$ cat src/rtl/hist_pkg.sv
// Shared types and defaults for the run-length histogram front end.
package hist_pkg;

    localparam int unsigned FRAME_BITS_DEF = 1024;
    localparam int unsigned MAX_RUN_DEF    = 16;
    localparam int unsigned LW             = $clog2(MAX_RUN_DEF) + 1;

    typedef struct packed {
        logic          val;
        logic [LW-1:0] len;
    } run_evt_t;

    typedef enum logic [1:0] {IDLE, RUN, FLUSH} rle_state_t;

endpackage

$ cat src/rtl/run_evt_fifo.sv
// Synchronous first-word-fall-through FIFO of run events with synchronous clear.
module run_evt_fifo
    import hist_pkg::*;
#(
    parameter int unsigned OUT_DEPTH = 4
) (
    input  logic     clk,
    input  logic     rst_n,
    input  logic     clr,
    input  logic     push,
    input  run_evt_t wdata,
    input  logic     pop,
    output run_evt_t rdata,
    output logic     full,
    output logic     empty
);

    localparam int unsigned AW = $clog2(OUT_DEPTH);

    logic [AW:0] wptr_q, rptr_q;
    run_evt_t    mem_q [OUT_DEPTH];
    logic        do_push, do_pop;

    assign empty   = (wptr_q == rptr_q);
    assign full    = (wptr_q[AW] != rptr_q[AW]) && (wptr_q[AW-1:0] == rptr_q[AW-1:0]);
    assign do_pop  = pop && !empty;
    // A simultaneous pop frees the slot being written, so a push while full still lands.
    assign do_push = push && (!full || do_pop);
    assign rdata   = empty ? '0 : mem_q[rptr_q[AW-1:0]];

    always_ff @(posedge clk or negedge rst_n) begin
        if (!rst_n) begin
            wptr_q <= '0;
            rptr_q <= '0;
        end else if (clr) begin
            wptr_q <= '0;
            rptr_q <= '0;
        end else begin
            if (do_push) wptr_q <= wptr_q + 1'b1;
            if (do_pop)  rptr_q <= rptr_q + 1'b1;
        end
    end

    always_ff @(posedge clk) begin
        if (do_push) mem_q[wptr_q[AW-1:0]] <= wdata;
    end

endmodule

$ cat src/rtl/run_length_extractor.sv
// Slices a serial frame into equal-bit runs (split at MAX_RUN) and queues {val, len} events.
module run_length_extractor
    import hist_pkg::*;
#(
    parameter int unsigned FRAME_BITS = FRAME_BITS_DEF,
    parameter int unsigned MAX_RUN    = MAX_RUN_DEF,
    parameter int unsigned OUT_DEPTH  = 4
) (
    input  logic          clk,
    input  logic          rst_n,
    input  logic          hist_init,
    input  logic          data_valid,
    input  logic          data_in,
    output logic          run_valid,
    input  logic          run_ready,
    output logic          run_val,
    output logic [LW-1:0] run_len,
    output logic          frame_done,
    output logic          frame_short,
    output logic          overflow
);

    localparam int unsigned BW = $clog2(FRAME_BITS);

    rle_state_t    state_q;
    logic          cur_val_q;
    logic [LW-1:0] run_cnt_q;
    logic [BW-1:0] bit_cnt_q;
    logic          push_q;
    run_evt_t      evt_q;
    logic          frame_done_q, frame_short_q, overflow_q;

    run_evt_t      head;
    logic          fifo_full, fifo_empty;
    logic          last_bit, run_brk;

    assign last_bit = (bit_cnt_q == BW'(FRAME_BITS - 1));
    assign run_brk  = (data_in != cur_val_q) || (run_cnt_q == LW'(MAX_RUN));

    always_ff @(posedge clk or negedge rst_n) begin
        if (!rst_n) begin
            state_q       <= IDLE;
            cur_val_q     <= 1'b0;
            run_cnt_q     <= '0;
            bit_cnt_q     <= '0;
            push_q        <= 1'b0;
            evt_q         <= '0;
            frame_done_q  <= 1'b0;
            frame_short_q <= 1'b0;
        end else if (hist_init) begin
            state_q       <= IDLE;
            cur_val_q     <= 1'b0;
            run_cnt_q     <= '0;
            bit_cnt_q     <= '0;
            push_q        <= 1'b0;
            evt_q         <= '0;
            frame_done_q  <= 1'b0;
            frame_short_q <= 1'b0;
        end else begin
            push_q       <= 1'b0;
            frame_done_q <= 1'b0;
            case (state_q)
                IDLE: begin
                    if (data_valid) begin
                        cur_val_q <= data_in;
                        run_cnt_q <= LW'(1);
                        bit_cnt_q <= BW'(1);
                        state_q   <= RUN;
                    end
                end
                RUN: begin
                    if (!data_valid) begin
                        push_q        <= 1'b1;
                        evt_q         <= {cur_val_q, run_cnt_q};
                        frame_short_q <= 1'b1;
                        run_cnt_q     <= '0;
                        bit_cnt_q     <= '0;
                        state_q       <= IDLE;
                    end else if (run_brk) begin
                        push_q    <= 1'b1;
                        evt_q     <= {cur_val_q, run_cnt_q};
                        cur_val_q <= data_in;
                        run_cnt_q <= LW'(1);
                        // On the last bit the fresh {data_in, 1} run waits in FLUSH.
                        bit_cnt_q <= last_bit ? '0 : bit_cnt_q + 1'b1;
                        state_q   <= last_bit ? FLUSH : RUN;
                    end else if (last_bit) begin
                        push_q       <= 1'b1;
                        evt_q        <= {cur_val_q, run_cnt_q + 1'b1};
                        frame_done_q <= 1'b1;
                        run_cnt_q    <= '0;
                        bit_cnt_q    <= '0;
                        state_q      <= IDLE;
                    end else begin
                        run_cnt_q <= run_cnt_q + 1'b1;
                        bit_cnt_q <= bit_cnt_q + 1'b1;
                    end
                end
                FLUSH: begin
                    push_q       <= 1'b1;
                    evt_q        <= {cur_val_q, run_cnt_q};
                    frame_done_q <= 1'b1;
                    if (data_valid) begin
                        cur_val_q <= data_in;
                        run_cnt_q <= LW'(1);
                        bit_cnt_q <= BW'(1);
                        state_q   <= RUN;
                    end else begin
                        run_cnt_q <= '0;
                        bit_cnt_q <= '0;
                        state_q   <= IDLE;
                    end
                end
                default: state_q <= IDLE;
            endcase
        end
    end

    always_ff @(posedge clk or negedge rst_n) begin
        if (!rst_n) begin
            overflow_q <= 1'b0;
        end else if (hist_init) begin
            overflow_q <= 1'b0;
        end else if (push_q && fifo_full && !run_ready) begin
            overflow_q <= 1'b1;
        end
    end

    run_evt_fifo #(
        .OUT_DEPTH (OUT_DEPTH)
    ) u_fifo (
        .clk   (clk),
        .rst_n (rst_n),
        .clr   (hist_init),
        .push  (push_q),
        .wdata (evt_q),
        .pop   (run_ready),
        .rdata (head),
        .full  (fifo_full),
        .empty (fifo_empty)
    );

    assign run_valid   = !fifo_empty;
    assign run_val     = head.val;
    assign run_len     = head.len;
    assign frame_done  = frame_done_q;
    assign frame_short = frame_short_q;
    assign overflow    = overflow_q;

endmodule

$ cat config.mk
export PLATFORM = sky130hd
export DESIGN_NAME = run_length_extractor
export DESIGN_NICKNAME = d
export VERILOG_FILES = /design/src/rtl/hist_pkg.sv /design/src/rtl/run_evt_fifo.sv /design/src/rtl/run_length_extractor.sv
export SDC_FILE = /design/constraint.sdc
export NUM_CORES = 1
export LEC_CHECK = 0
export CORE_ASPECT_RATIO = 2
export CORE_MARGIN = 5
export CORE_UTILIZATION = 60
export CTS_BUF_LIST = sky130_fd_sc_hd__clkbuf_16
export CTS_CLUSTER_DIAMETER = 40
export DETAILED_ROUTE_END_ITERATION = 8
export PLACE_DENSITY = 0.86
export SYNTH_ARGS = -nofsm -noshare
export SYNTH_HDL_FRONTEND = slang
export SYNTH_SLANG_ARGS = --single-unit
$ cat constraint.sdc
create_clock -name clk -period 5.28 [get_ports clk]
set_input_delay 1.056 -clock clk [delete_from_list [all_inputs] [get_ports clk]]
set_output_delay 1.056 -clock clk [all_outputs]
set_load 0.005 [all_outputs]
=== Yosys cells after proc, flatten, opt, wreduce, memory -nomap -nowiden ===
Memories as Yosys holds them, arrays and structs flattened.
Index checks and enable logic that the tools add are counted.

* Reduce and logical (&&, ||, !) cells: 24
* Multipliers: 0
* Add/sub/neg operators: 4
* Divide/modulo/power cells: 0
* Equal/unequal tests: 14
* Shifts and indexed selects: 0
* Order comparisons: 0
* Bitwise logic cells: 0
* Mux-type cells: 52

{| class="wikitable"
|+ Operators by type and width
! operator !! count
|-
| $mux W10 || 4
|-
| $mux W6 || 5
|-
| $pmux W10 S3 || 1
|-
| $mux W5 || 5
|-
| $mux W1 || 21
|-
| $pmux W5 S3 || 1
|-
| $mux W2 || 6
|-
| $mux W3 || 4
|-
| $pmux W6 S2 || 1
|-
| $add A10 B1 Y10 const B || 1
|-
| $eq A10 B10 Y1 const B || 1
|-
| $ne A3 B3 Y1 const B || 3
|-
| $reduce_and A2 Y1 || 4
|-
| $reduce_bool A2 Y1 || 4
|-
| $add A3 B1 Y3 const B || 2
|-
| $pmux W1 S2 || 3
|-
| $pmux W2 S3 || 1
|-
| $reduce_bool A3 Y1 || 2
|-
| $add A5 B1 Y5 const B || 1
|-
| $eq A5 B5 Y1 const B || 1
|-
| $logic_and A1 B1 Y1 || 5
|-
| $ne A5 B5 Y1 const B || 1
|-
| $reduce_and A4 Y1 || 1
|-
| $reduce_bool A4 Y1 || 1
|-
| other kinds (11) || 15
|}

* ROM bits: 0
* Bits of input ports: 6
* Memories kept: 1
* Bits in latches: 0
* Word-level logic and storage cells: 107
* Memory bits (writable): 24
* Flip-flop bits (word level): 34
* Output and inout port bits: 10

{| class="wikitable"
|+ Memory list
! memory !! depth !! bits a word !! rd ports !! clocked after Yosys merged registers in !! wr ports !! RTL line !! RTL
|-
| u_fifo.mem_q || 4 || 6 || 1 || 0 || 1 || run_evt_fifo.sv:21 || <nowiki>run_evt_t mem_q [OUT_DEPTH];</nowiki>
|}

=== Longest topological paths before layout ===
* Word-level depth: 7
* Mapped depth: 8

=== Cells and area by module ===
Synthesis repeated with hierarchy kept, for this count alone.

* Cells, all modules: 278
* Area, all modules: 3198.1 µm²

{| class="wikitable"
|+ By module, submodules not included
! module !! times used !! area each (µm²) !! cells each
|-
| run_length_extractor || 1 || 1737.9 || 190
|-
| run_evt_fifo || 1 || 1460.2 || 88
|}

=== Worst setup path after synthesis ===
No wires, ideal clock.

* Path type: register to output
* Start: reg u_fifo.rptr_q[0]
* End: out run_len[0]
* Cell stages (with the launch flop): 5
* Path buffers: 1
* Arrival time: 1.308 ns
* Slack: 2.916 ns
* Cell sequence: dfrtp_1 buf_2 xor2_4 nor3_1 nor2b_1

* Cells in the longest elaborated chain, start to end: 2
* Elaborated cells on any way between the ends: 3

{| class="wikitable"
|+ Ends and longest elaborated chain
! element !! RTL line !! RTL
|-
| from (decl) || run_evt_fifo.sv:20 || <nowiki>logic [AW:0] wptr_q, rptr_q;</nowiki>
|-
| from (signal assigned) || run_evt_fifo.sv:40 || <nowiki>if (do_pop) rptr_q <= rptr_q + 1'b1;</nowiki>
|-
| $mem_v2 Z4 W6 or $eq A3 B3 Y1 (tied branches) || n/a ||
|-
| $mux W6 * || run_evt_fifo.sv:29 || <nowiki>assign rdata = empty ? '0 : mem_q[rptr_q[AW-1:0]];</nowiki>
|-
| to (decl) || run_length_extractor.sv:17 || <nowiki>output logic [LW-1:0] run_len,</nowiki>
|}

Mark *: on every way between the ends. The rest lies on a longest branch, timed or not.

=== Final worst setup path ===
Same ends and word-level chain as after synthesis.

==> qor.yml <==
logic_synthesis:
  synthMuxAreaShare_pct: 7.137
  synth_xor_area_share_pct: 4.676
  syn-cell-area_um2: 3050
  synth-adder-area-share_pct: 4.922
  ys_seq_area_share_pct: 51.52
  synth_warnings: 0
  postSynthNetCount: 280
  ys_seq_elements: 58
  async_flop_share_pct: 58.62
  yosysUniqueCellTypes: 48
  synthSimpleGateAreaFrac_pct: 13.41
  avgSynthCellArea_um2: 11.64
  synthFlopType: "dfrtp_1"
  synth_edf_count: 24
  synth_top_family_by_area: "simple AND/OR/NAND/NOR gates"
  synth_compound_area_share_pct: 13.33
  synthCells: 262
finish:
  postLayoutCellArea_um2: 3493
  drive_gt1_share_pct: 6.738
  area_delta_synth_final_pct: 14.52
  final_common_cell: "dfrtp_1"
  diodes: 0
  layout_common_cells: "34 x dfrtp_1, 25 x inv_1, 24 x edfxtp_1"
  layout.nets: 295
timing:
  fmax_mhz: 287.8
  drv_slew: 0
  clock-skew-final_ps: 6.800
  slew_headroom_pct: 46.15
  fin_setup_tns_ps: 0
  fin_crit_sh_pct: 65.80
  hold_violations: 0
  layout_min_cycle_time_ps: 3474
  rsz0062_at_grt: "false"
  worst_pin_slew_ps: 805.2
  setup_viol: 0
grt:
  grt_usage_pct: 19.32
  overflow: 0
  grt_max_degree: 35
  grt_pass1_wl_um: 9742
  grt_pass1_vias: 2039
  antenna_found_initial: 0
routing:
  avgViaCountPerCell: 6.038
  firstDrtPassIters: 5
  routed_wl_um: 5736
  avgRoutedWirePerCell_um: 16.92
  drt_iter0_markers: 72
  ant_nets: 0
  drc: 0
  vias: 2047
clock_tree:
  clock_sinks: 58
  clkTransAtPathRegs_ps: 50
  cts_tree: "done"
  cts_resized: 0
  cts_htree_levels: 3
  root_buffer: "clkbuf_16"
  clockBufferDepth: 2
  insertion_delay_ps: 320
  cts_setup_buffers: 0
  cts_hold_buf: 0
  cts_buffers: 9
worst_hold_path:
  hold-path-endpoint: "frame_short"
  min_delay_path_depth: 2
  min-delay-start: "frame_short"
  hold_path.class: "register to register"
critical_path:
  regToRegStartpoint: "state_q[1]"
  end_kind: "output pin"
  crit_required_ps: 4220
  cp-start-kind: "register"
  cp_max_fo: 9
  r2r-end: "run_cnt_q[2]"
  r2r_setup_slack_ps: 2800
  reg2regPathDepth: 6
  arrival_ps: 2420
  path_class: "register to output pin"
floorplanning:
  io_pins: 16
  chipWidth_um: 60.42
  core_area_um2: 4910
  rows: 36
  die_y_um: 110.8
  start_util_pct: 62.13
  die_area_um2: 6697
pwr:
  power_leakage_nw: 1.366
  p_per_area_nw_per_um2: 314.2
  max-vdd-ir-drop_v: 0.0002578
placed_design:
  dp_hpwl_um: 4197
  gp_routability_congestion: 0.8585
  port_buffers: 15
  post_dp_cell_area_um2: 3213
outcome:
  status: "complete, no violations"
run:
  drv_cap: 0
[flip-flops by register name (all words and copies together) (netlist names)]
register       flops
frame_short        1
bit_cnt_q         10
evt_q              6
u_fifo.wptr_q      3
run_cnt_q          5
state_q            2
u_fifo.rptr_q      3
push_q             1
cur_val_q          1
frame_done         1
u_fifo.mem_q      24
overflow           1
[power by group]
| part | internal, mW | switching [mW] | total [mW] |
|---|---|---|---|
| logic | 0.0306 | 0.0451 | 0.0757 |
| registers | 0.476 | 0.00831 | 0.485 |
| clock network | 0.355 | 0.183 | 0.538 |
| total | 0.862 | 0.236 | 1.10 |
[kinds of logic (layout without fill, tap and decap cells)]
family / Yosys count / count (layout)
DFF: 58 / 58
adders and majority gates: 12 / 12
and+or+nand+nor: 77 / 77
buffers and inverters: 35 / 55
AOI/OAI and AO/OA: 56 / 56
xor gates and xnor gates: 12 / 12
muxes: 12 / 12
[synthesized netlist by cell type (2+ instances only)]
master | n | share of area, %
or3_1 | 2 | 0.41
mux2i_1 | 6 | 2.0
xnor2_1 | 7 | 2.0
edfxtp_1 | 24 | 24
and2_1 | 5 | 1.0
a21boi_0 | 2 | 0.49
xor2_1 | 3 | 0.86
nand2_1 | 12 | 1.5
nor2_1 | 18 | 2.2
nor2b_1 | 8 | 1.6
a21oi_1 | 11 | 1.8
a22o_1 | 3 | 0.86
and4_1 | 3 | 0.86
o32ai_1 | 6 | 1.7
a31oi_1 | 7 | 1.4
o31ai_1 | 5 | 1.2
inv_1 | 23 | 2.8
o211ai_1 | 2 | 0.49
nor3_1 | 2 | 0.33
ha_1 | 12 | 4.9
dfrtp_1 | 34 | 28
mux4_1 | 6 | 5.2
nand2b_1 | 5 | 1.0
nand3_1 | 9 | 1.5
xor2_4 | 2 | 1.8
o22ai_1 | 2 | 0.41
buf_2 | 7 | 1.1
clkbuf_1 | 2 | 0.25
o21ai_0 | 8 | 1.3
nand4_1 | 8 | 1.6
[area by class of cell]
| type | count | area [µm²] |
|---|---|---|
| Clock buffer | 9 | 225.2 |
| Clock inverter | 7 | 55.05 |
| Fill cell | 331 | 1416 |
| Inverter | 23 | 86.33 |
| Multi-Input combinational cell | 169 | 1326 |
| Sequential cell | 58 | 1572 |
| Tap cell | 57 | 71.32 |
| Timing Repair Buffer | 16 | 157.7 |
[per-stage QoR]
stage                     setup slack, ps  util [%]  hold slack (ps)  power, mW  std cells
final                                1806     71.15            495.5      1.098        339
after detailed placement             1567     65.44            488.8     0.5667        323
after global placement               1674     65.44            484.3     0.5646        323
after global routing                 1612     71.15            525.0      1.136        339
after floorplan                      2916         -            466.9     0.5394        262
after CTS                            1699     71.15            499.0      1.105        339
[worst max-delay path by stage]
stage / start / endpoint / cells after the start
floorplan: u_fifo.rptr_q[0] / run_len[0] / 4
global route: u_fifo.rptr_q[0] / run_len[0] / 4
CTS: u_fifo.rptr_q[0] / run_len[1] / 4
detailed placement: hist_init / run_cnt_q[2] / 5
global placement: hist_init / run_cnt_q[2] / 5
finish: u_fifo.rptr_q[0] / run_len[0] / 4
[critical path, stage by stage, from the launching register on]
cell and delay [ps]:
dfrtp_1 660, xor2_4 170, nor3_1 680, nor2b_1 110, clkdlybuf4s50_1 470
[layer usage]
layer,share of wire (%),up-vias,track usage [%]
li1,-,1000,-
met5,0,-,0
met4,3.1,0,9.407
met2,59,47,34.68
met1,34,987,19.87
met3,3.2,13,4.196
Power figures use the tool's default switching activity.
